--- src/rtl/mem_port_arbiter.sv ---
// mem_port_arbiter
// Shares the core's single-port instruction/data memory between the fetch
// stage and the load/store stage. One request is accepted at a time over a
// valid/ready handshake. It is issued to memory as a registered one-cycle
// command. For reads the block then waits out MEM_LAT cycles before it
// returns a one-cycle response to the requester that owns the transaction.
// Optional feature: define ARB_ROUND_ROBIN_EN for round-robin arbitration.
// Without it, data has fixed priority over fetch.
module mem_port_arbiter #(
   parameter int ADDR_W  = 32,
   parameter int DATA_W  = 32,
   parameter int MEM_LAT = 1
) (
   input  logic                  clk,
   input  logic                  reset,
   // instruction fetch requester
   input  logic                  if_req_valid,
   input  logic [ADDR_W-1:0]     if_req_addr,
   output logic                  if_req_ready,
   output logic                  if_rsp_valid,
   output logic [DATA_W-1:0]     if_rsp_data,
   // load/store requester
   input  logic                  d_req_valid,
   input  logic                  d_req_we,
   input  logic [ADDR_W-1:0]     d_req_addr,
   input  logic [DATA_W-1:0]     d_req_wdata,
   input  logic [DATA_W/8-1:0]   d_req_wstrb,
   output logic                  d_req_ready,
   output logic                  d_rsp_valid,
   output logic [DATA_W-1:0]     d_rsp_data,
   // memory macro
   output logic                  mem_en,
   output logic                  mem_we,
   output logic [ADDR_W-1:0]     mem_addr,
   output logic [DATA_W-1:0]     mem_wdata,
   output logic [DATA_W/8-1:0]   mem_wstrb,
   input  logic [DATA_W-1:0]     mem_rdata,
   // status
   output logic                  busy
);

   localparam int STRB_W = DATA_W / 8;
   localparam int CNT_W  = $clog2(MEM_LAT + 1);

   typedef enum logic [1:0] {
      IDLE,
      CMD,
      WAIT,
      RESP
   } state_t;

   state_t              state_q, state_d;
   logic                own_d_q, own_d_d;     // 1 = transaction belongs to data port
   logic                we_q, we_d;
   logic [ADDR_W-1:0]   addr_q, addr_d;
   logic [DATA_W-1:0]   wdata_q, wdata_d;
   logic [STRB_W-1:0]   wstrb_q, wstrb_d;
   logic [DATA_W-1:0]   rdata_q, rdata_d;
   logic [CNT_W-1:0]    cnt_q, cnt_d;
`ifdef ARB_ROUND_ROBIN_EN
   logic                last_d_q, last_d_d;   // 1 = data granted last, 0 = fetch
`endif

   logic                accept_win;
   logic                prefer_data;
   logic                gnt_if;
   logic                gnt_d;
   logic                hs;

   // Grant: new requests are taken only in IDLE or RESP, never under reset.
   always_comb begin
      accept_win = !reset && ((state_q == IDLE) || (state_q == RESP));
`ifdef ARB_ROUND_ROBIN_EN
      prefer_data = !last_d_q;
`else
      prefer_data = 1'b1;
`endif
      gnt_d  = accept_win && d_req_valid  && (!if_req_valid || prefer_data);
      gnt_if = accept_win && if_req_valid && !(d_req_valid && prefer_data);
      hs     = gnt_d || gnt_if;
   end

   // State and payload registers.
   always_ff @(posedge clk) begin
      if (reset) begin
         state_q  <= IDLE;
         own_d_q  <= 1'b0;
         we_q     <= 1'b0;
         addr_q   <= '0;
         wdata_q  <= '0;
         wstrb_q  <= '0;
         rdata_q  <= '0;
         cnt_q    <= '0;
`ifdef ARB_ROUND_ROBIN_EN
         last_d_q <= 1'b0;
`endif
      end else begin
         state_q  <= state_d;
         own_d_q  <= own_d_d;
         we_q     <= we_d;
         addr_q   <= addr_d;
         wdata_q  <= wdata_d;
         wstrb_q  <= wstrb_d;
         rdata_q  <= rdata_d;
         cnt_q    <= cnt_d;
`ifdef ARB_ROUND_ROBIN_EN
         last_d_q <= last_d_d;
`endif
      end
   end

   // Next state, latency counter and payload capture.
   always_comb begin
      state_d  = state_q;
      own_d_d  = own_d_q;
      we_d     = we_q;
      addr_d   = addr_q;
      wdata_d  = wdata_q;
      wstrb_d  = wstrb_q;
      rdata_d  = rdata_q;
      cnt_d    = cnt_q;
`ifdef ARB_ROUND_ROBIN_EN
      last_d_d = last_d_q;
`endif
      case (state_q)
         IDLE, RESP: begin
            state_d = hs ? CMD : IDLE;
         end
         CMD: begin
            if (we_q) begin
               state_d = RESP;
            end else begin
               state_d = WAIT;
               cnt_d   = CNT_W'(MEM_LAT);
            end
         end
         WAIT: begin
            if (cnt_q == CNT_W'(1)) begin
               state_d = RESP;
               rdata_d = mem_rdata;
               cnt_d   = '0;
            end else begin
               cnt_d = cnt_q - 1'b1;
            end
         end
         default: begin
            state_d = IDLE;
         end
      endcase
      // Fetches and reads carry no write data or strobes. The response word
      // is cleared here so that a write answers with 0.
      if (hs) begin
         own_d_d = gnt_d;
         we_d    = gnt_d && d_req_we;
         addr_d  = gnt_d ? d_req_addr : if_req_addr;
         wdata_d = (gnt_d && d_req_we) ? d_req_wdata : '0;
         wstrb_d = (gnt_d && d_req_we) ? d_req_wstrb : '0;
         rdata_d = '0;
`ifdef ARB_ROUND_ROBIN_EN
         last_d_d = gnt_d;
`endif
      end
   end

   assign if_req_ready = gnt_if;
   assign d_req_ready  = gnt_d;

   // Memory command and response outputs. These are forced to 0 while reset is held.
   always_comb begin
      mem_en       = 1'b0;
      mem_we       = 1'b0;
      mem_addr     = '0;
      mem_wdata    = '0;
      mem_wstrb    = '0;
      if_rsp_valid = 1'b0;
      if_rsp_data  = '0;
      d_rsp_valid  = 1'b0;
      d_rsp_data   = '0;
      busy         = 1'b0;
      if (!reset) begin
         busy = (state_q != IDLE);
         if (state_q == CMD) begin
            mem_en    = 1'b1;
            mem_we    = we_q;
            mem_addr  = addr_q;
            mem_wdata = wdata_q;
            mem_wstrb = wstrb_q;
         end
         if (state_q == RESP) begin
            if (own_d_q) begin
               d_rsp_valid = 1'b1;
               d_rsp_data  = rdata_q;
            end else begin
               if_rsp_valid = 1'b1;
               if_rsp_data  = rdata_q;
            end
         end
      end
   end

endmodule

--- config.mk ---
export PLATFORM = sky130hd
export DESIGN_NAME = mem_port_arbiter
export DESIGN_NICKNAME = d
export VERILOG_FILES = /design/src/rtl/mem_port_arbiter.sv
export SDC_FILE = /design/constraint.sdc
export NUM_CORES = 1
export LEC_CHECK = 0
export ABC_AREA = 1
export BUFFER_PORTS_ARGS = -buffer_cell sky130_fd_sc_hd__buf_2
export CAP_MARGIN = 5
export CORE_AREA = 2 2 106 108
export DETAILED_ROUTE_END_ITERATION = 7
export DIE_AREA = 0 0 108 110
export PLACE_DENSITY_LB_ADDON = 0.3
export SLEW_MARGIN = 20
export SYNTH_ARGS = -nofsm -noshare
export SYNTH_HDL_FRONTEND = slang
export SYNTH_SLANG_ARGS = --single-unit
--- constraint.sdc ---
create_clock -name clk -period 3.9 [get_ports clk]
set_clock_uncertainty 0.15 [all_clocks]
set_input_delay 0.78 -clock clk [delete_from_list [all_inputs] [get_ports clk]]
set_output_delay 0.78 -clock clk [all_outputs]
set_load 0.05 [all_outputs]
After elaboration in Yosys (flattened, before gate mapping)
Index checks and enable logic that the tools add are counted.
{ "totals": {"regBits": 105, "out_inout_bits": 139} }
{ "classes": {"n_addsub": 1, "eq_ne": 5, "n_mux": 33, "reduce_logical": 16} }
{ "op_table": {"columns": ["cell", "n"], "rows": [
  ["2-to-1 mux 32 bit", 12],
  ["2-to-1 mux 1 bit", 15],
  ["2-to-1 mux 4 bit", 3],
  ["one-hot mux 2 bit (3 select lines)", 1],
  ["logical AND 1 bit", 5],
  ["equality test 2 bit, second input constant", 2],
  ["inequality test 2 bit, second input constant", 2],
  ["AND reduction 2 bit", 2],
  ["nonzero test 2 bit", 2],
  ["OR reduction 2 bit", 2],
  ["equality test 2 x 1 -> 1 bit, second input constant", 1],
  ["zero test 1 bit", 2],
  ["zero test 2 bit", 1],
  ["logical OR 1 bit", 2],
  ["2-to-1 mux 2 bit", 1],
  ["one-hot mux 1 bit (2 select lines)", 1],
  ["subtractor 1 bit, second input constant", 1]
]} }

Depth between registers and ports, before layout
Gate-level depths: netlist (run 1).
{ "logic_depth": {"depth_word": 8, "depth_mapped": 9} }

Least setup slack after synthesis (run 1)
No wires, ideal clock.
{ "synth_path": {"path_type": "input-to-output", "startpoint": "in reset", "endpoint": "out d_rsp_data[10]", "arrival_time_ns": 3.063, "path_slack_ns": -0.093, "path_stages": 4, "n_path_buf": 1, "cell_sequence": "nor3_1 inv_1 buf_2 nor2_1"} }
{ "synth_between": {"elab_chain_len": 1} }
{ "synth_rtl": {"columns": ["element", "line", "rtl"], "rows": [
  ["start: declaration", "15", "input logic reset,"],
  ["2-to-1 mux 32 bit", "180", "if (!reset) begin"],
  ["end: declaration", "30", "output logic [DATA_W-1:0] d_rsp_data,"]
]} }
No other way between the ends.

Worst setup path after layout (run 1)
{ "layout_path": {"startpoint": "reg state_q[1]", "endpoint": "out mem_addr[28]"} }
{ "layout_between": {"elab_chain_len": 3} }
{ "layout_rtl": {"columns": ["element", "line", "rtl"], "rows": [
  ["start: declaration", "52", "state_t state_q, state_d;"],
  ["start signal: assignment", "98", "state_q <= state_d;"],
  ["equality test 2 x 1 -> 1 bit", "182", "if (state_q == CMD) begin"],
  ["2-to-1 mux 32 bit", "182", null],
  ["2-to-1 mux 32 bit", "180", null],
  ["end: declaration", "34", "output logic [ADDR_W-1:0] mem_addr,"]
]} }
No other way between the ends.

==> out/qor.txt, run 1 <==
Status = finished, final reports clean
CP Data Required Time = 2970 ps
Max-Cap Viols = 0
Seq pwr share = 44.2%
Leak Pwr = 3.19 nW
DRC Markers = 0
Number of global-route vias before repair = 4,852
Setup bufs post-CTS = 0
CTS Root Cell = clkbuf_8
Gr ovfl total = 0
Post-DP HPWL = 10,100 µm
Switching Fraction = 38.6%
Syn_nets = 911
Core footprint = 0.0107 mm²
Worst R2R Start = state_q[0]$_SDFFE_PP0P_
Worst Setup Start Kind = flop
Share of layout cells above drive strength 1 = 32.4%
Filler-free cell count of the finished design = 1,155
Avg WL per Cell = 12.0 µm
RSZ-0062 raised after global routing = false
Critical path class = flop to output pin
Placed insts = 1,139
Cell Area, Placed = 0.00643 mm²
Hold WS = 303 ps
GR Util All Layers = 22.2%
Pin count of the biggest net entering global routing = 66
Hold Startpoint = we_q$_SDFFE_PP0P_
Clk sink count = 105
Area contributors post-synth = dfxtp_1 (41%), nand2_1 (10%), nor2_1 (9.9%)
Die Y-Extent = 110 µm
Hold crit path type = flop to flop
Post-CTS Resized = 0
N_diodes = 0
Drt via density = 4.67
Final worst-path cycle share = 79.8%
Final Max Tran Viols = 0
Design Area, Final = 0.00664 mm²
Post-synthesis cell type count = 20
CTS tree = built
Final Worst Setup Slack = 786 ps
Worst-path clk slew = 100 ps
Final TNS setup = 0 ps
Worst setup startpoint = state_q[1]$_SDFFE_PP0P_
CP peak stage delay = 530 ps
Initial DRC count = 254
Fmax = 321 MHz
Crit-path slowest cell = ha_1
Ports = 276
Ys Warns = 0
Final nets = 1,151
Quantity of hold-fixing buffers added after cts = 0
Synth area leader = dfxtp_1
Minimum clock period = 3110 ps
Die Area = 0.0119 mm²
Via count = 5,398
Crit path capture type = output pin
Post-Syn Area = 0.00511 mm²
Share of the synthesized area in the top cell type = 41.1%
P_int = 1.87 mW
Sequential area share after synthesis = 41.1%
DRT antenna net count = 0
Psw = 1.18 mW
Inserted Clock Buffers = 9
Hold Vio Cnt, Final = 0
Critical path fanouts, max = 19
Comb power frac = 32.5%
Number of antenna violations at the first check in global routing = 0
Row count = 38
Clock network fraction of total power = 23.3%
Port bufs = 275
Slew Limit Headroom = 39.6%
Fin util = 62.1%
Setup WS pre-CTS = 924 ps
Routability cong. = 0.793
Die Wd = 108 µm
Worst-path cell chain = inv_1 -> ha_1 -> buf_4 -> nand2_1 -> nor2_1 -> buf_2
Worst-margin pin slew = 905 ps
Drt pass-1 iters = 4
Final Setup Violations = 0
CTS max path bufs = 2
Area Growth Syn to Fin = 29.9%
Post-synthesis cell count = 770
Avg Cell Area, Syn = 6.64 µm²
Total power = 3.04 mW
Clk_lat worst skew = 350 ps
Peak VDD IR = 0.000261 V
Synth Register Bits = 105
Initial Util = 47.8%
First-pass GRT wire length = 21,500 µm
Worst path arrival time = 2180 ps
Final WL = 13,900 µm
Cell Pwr Density = 458 mW/mm²
Fillers = 1,100
Max H-tree Level = 3
==> cell type report <==
cell class / count / area (µm²) / area share [%]
multi-input cells: 494 / 2270 / 34.2
repair buffers: 285 / 1450 / 21.9
well taps: 140 / 175 / 2.64
clock buffers: 10 / 138 / 2.07
flip-flops and latches: 105 / 2100 / 31.7
inverters: 115 / 432 / 6.50
clock inverters: 6 / 75.1 / 1.13
==> placed cells by master (no fill, tap or decap) <==
master and count:
clkinvlp_4 1, clkinv_4 2, bufinv_16 1, a21oi_1 15, buf_2 275, nand2_1 141
clkbuf_8 10, o21ai_4 1, nor3_2 2, ha_1 4, o21ai_0 62, inv_2 1
nand3_1 70, buf_4 10, o21ai_1 40, a21oi_2 20, dfxtp_1 105, nor2_1 135
inv_6 1, inv_8 1, nand2_2 2, nor2_4 1, nand2_4 1, inv_1 114
==> synth_stat cells <==
cell and number:
o21ai_0 62, a21oi_1 15, nand2_2 1, nand3_1 70, nor2_4 1, inv_1 114, buf_6 10, o21ai_1 40
inv_2 1, nand2_1 142, dfxtp_1 105, nand2_4 1, clkbuf_1 23, nor2_1 135, ha_1 4, nor3_1 2
buf_2 20, o21ai_4 1, a21oi_2 20, buf_4 3
==> routing by layer <==
layer  vias up  part of all wire [%]  GRT usage (%)
met2       190                    49           40.0
li1       2843                     -              -
met4         0                   1.7           6.68
met5         -                     0              0
met1      2347                    41           26.0
met3        18                   7.6           5.88
==> worst max-delay path: cells and delay by family, from the launching register on <==
kind,cells,cell delay [ps]
fa+ha+maj,1,530
flops,1,340
simple gates,2,230
buf+inv,3,740
==> logic make-up after synthesis <==
family                   after synthesis  synth area share, %
AND/OR/NAND/NOR                      352                 28.0
buffers and inverters                171                 14.7
AO/OA/AOI/OAI                        138                 15.2
flip-flops                           105                 41.1
adder cells (fa/ha/maj)                4                0.979
==> final timing paths <==
kind | endpoint | slack, ps | cells past startpoint
worst min-delay path | we_q$_SDFFE_PP0P_ | 300 | 2
worst min register to register | we_q$_SDFFE_PP0P_ | 300 | 2
worst max register to register | addr_q[26]$_SDFFE_PP0P_ | 1470 | 9
worst max-delay path | mem_addr[28] | 790 | 6
==> power groups by stage <==
stage	clock, mW	sequential (mW)	combinational (mW)
floorplan	0	1.35	0.795
global placement	0	1.36	0.984
detailed placement	0	1.37	0.993
CTS	0.729	1.35	0.995
global route	0.776	1.37	1.11
finish	0.710	1.35	0.989
==> state kept, by name (all words and copies together), names as in the netlist <==
register  flops
we_q          1
rdata_q      32
wdata_q      32
cnt_q         1
state_q       2
addr_q       32
wstrb_q       4
own_d_q       1
No activity file was read; power rests on OpenSTA's default activity.
==> run 2: changes to the inputs <==
- CORE_AREA: 2 2 106 108 -> default
- CORE_UTILIZATION: default -> 45
- DIE_AREA: 0 0 108 110 -> default
- clock period: 3.9 -> 3 ns (I/O delays scaled with it)
==> out/qor.txt, run 2 (synthesized netlist as in run 1, its figures left out) <==
Status = finished, final reports clean
Final Setup Violations = 0 (unchanged)
Clk sink count = 105 (unchanged)
Hold crit path type = flop to flop
Row count = 38 (unchanged)
Cell Area, Placed = 0.00647 mm² (+0.66%)
Post-DP HPWL = 9620 µm (-4.4%)
GR Util All Layers = 22.5% (+0.27 points)
Gr ovfl total = 0 (unchanged)
Max-Cap Viols = 0 (unchanged)
Routability cong. = 0.747 (-5.8%)
CTS max path bufs = 2 (unchanged)
Number of antenna violations at the first check in global routing = 1 (+1)
First-pass GRT wire length = 21,300 µm (-0.55%)
Drt pass-1 iters = 5 (+1)
Worst path most repeated cell = inv_1
Worst path arrival time = 2030 ps (-150 ps)
Design Area, Final = 0.00674 mm² (+1.5%)
Final Max Tran Viols = 0 (unchanged)
Worst-path cell chain = ha_1 -> inv_1 -> nor3_2 -> inv_1 -> nor2_1 -> buf_2
Top Registers = addr_q (32), rdata_q (32), wdata_q (32)
Number of global-route vias before repair = 4,740 (-2.3%)
Pin count of the biggest net entering global routing = 66 (unchanged)
Quantity of hold-fixing buffers added after cts = 0 (unchanged)
CTS tree = built
Critical path class = flop to output pin
Area occupied by multi-input gates = 0.00229 mm² (+0.88%)
Total power = 4.11 mW (+35%)
Worst-path clk slew = 70 ps (-30 ps)
Final WL = 13,400 µm (-3.3%)
Critical path fanouts, max = 32 (+13)
Area Growth Syn to Fin = 31.9%
Die Area = 0.0118 mm² (-0.77%)
Minimum clock period = 2780 ps
DRT antenna net count = 0 (unchanged)
Via count = 5,417 (+0.35%)
Final worst-path cycle share = 92.6%
CP peak stage delay = 650 ps (+120 ps)
Port bufs = 275 (unchanged)
CP Data Required Time = 2250 ps (-720 ps)
Fillers = 1,083 (-1.5%)
Post-CTS Resized = 0 (unchanged)
Final TNS setup = 0 ps (unchanged)
Peak VDD IR = 0.000309 V (+18%)
Initial Util = 46.7% (-1.0 points)
Ports = 276 (unchanged)
Crit path capture type = output pin
Placed insts = 1,140 (+0.088%)
Clk_lat worst skew = 320 ps (-30 ps)
Slew Limit Headroom = 39.9% (+0.32 points)
Hold Vio Cnt, Final = 0 (unchanged)
Inserted Clock Buffers = 9 (unchanged)
Worst-margin pin slew = 900 ps (-4.80 ps)
Drt via density = 4.68 (+0.18%)
Most frequent cells in the layout = buf_2 (275), nand2_1 (142), nor2_1 (126), inv_1 (114), dfxtp_1 (105)
Fmax = 360 MHz
Leak Pwr = 3.22 nW (+0.91%)
Setup bufs post-CTS = 0 (unchanged)
Cell Pwr Density = 610 mW/mm² (+33%)
Crit-path slowest cell = inv_1
Filler-free cell count of the finished design = 1,157 (+0.17%)
Register area = 0.00210 mm² (unchanged)
Share of layout cells above drive strength 1 = 33.1% (+0.66 points)
Most common cell after layout, fill and taps aside = buf_2
Die Y-Extent = 109 µm (-1.3%)
Worst Setup Start Kind = flop
Final nets = 1,152 (+0.087%)
Initial DRC count = 328 (+29%)
Max H-tree Level = 3 (unchanged)
Core footprint = 0.0109 mm² (+2.2%)
Die Wd = 109 µm (+0.53%)
RSZ-0062 raised after global routing = true
DRC Markers = 0 (unchanged)
Fin util = 61.6% (-0.43 points)
Avg WL per Cell = 11.6 µm (-3.5%)
CTS Root Cell = clkbuf_16
## run 2: cell count changes in the layout (fill, tap and decap cells not counted), sizes merged
cell / previous run / this run
bufinv: 1 / 0
buf: 285 / 286
clkbuf: 10 / 11
diode: 0 / 1
clkinvlp: 1 / 2
clkinv: 2 / 1
## run 2: path summary, 6_finish.rpt
| path | startpoint | endpoint | slack, ps | cells after the start |
|---|---|---|---|---|
| max reg2reg | state_q[0]$_SDFFE_PP0P_ | addr_q[3]$_SDFFE_PP0P_ | 650 | 8 |
| min reg2reg | we_q$_SDFFE_PP0P_ | we_q$_SDFFE_PP0P_ | 300 | 2 |
| max | state_q[0]$_SDFFE_PP0P_ | d_rsp_data[2] | 220 | 6 |
| min | we_q$_SDFFE_PP0P_ | we_q$_SDFFE_PP0P_ | 300 | 2 |
## run 2: layout make-up
cell class / count / area share [%]
Tap cell: 140 / 2.60
Sequential cell: 105 / 31.2
Clock inverter: 5 / 0.557
Clock buffer: 11 / 3.45
Timing Repair Buffer: 286 / 21.8
Multi-Input combinational cell: 494 / 33.9
Inverter: 115 / 6.40
Antenna cell: 1 / 0.0371
## run 2: where the power goes
part / internal (mW) / switching [mW] / total (mW)
clock network: 0.569 / 0.504 / 1.07
logic: 0.372 / 0.918 / 1.29
registers: 1.64 / 0.108 / 1.75
## run 2: worst max-delay path, delay by kind of cell (launching register included)
family	cells	cell delay (ps)
fa+ha+maj	1	210
simple gates	2	130
flops	1	340
buf+inv	3	1000
## run 2: per-layer routing
metal | vias to the layer above | part of all wire (%) | global-route usage (%) | wire length, µm
met5 | - | 0 | 0 | 0
met4 | 0 | 1.1 | 7.43 | 145
met3 | 14 | 6.8 | 5.12 | 908
met2 | 188 | 49 | 39.6 | 6630
met1 | 2359 | 43 | 26.8 | 5720
li1 | 2856 | - | - | -
## run 2: through the flow
stage	hold WS, ps	setup slack, ps
floorplan	269	-104
global placement	282	466
detailed placement	290	381
CTS	304	194
global route	313	-10.0
finish	299	222
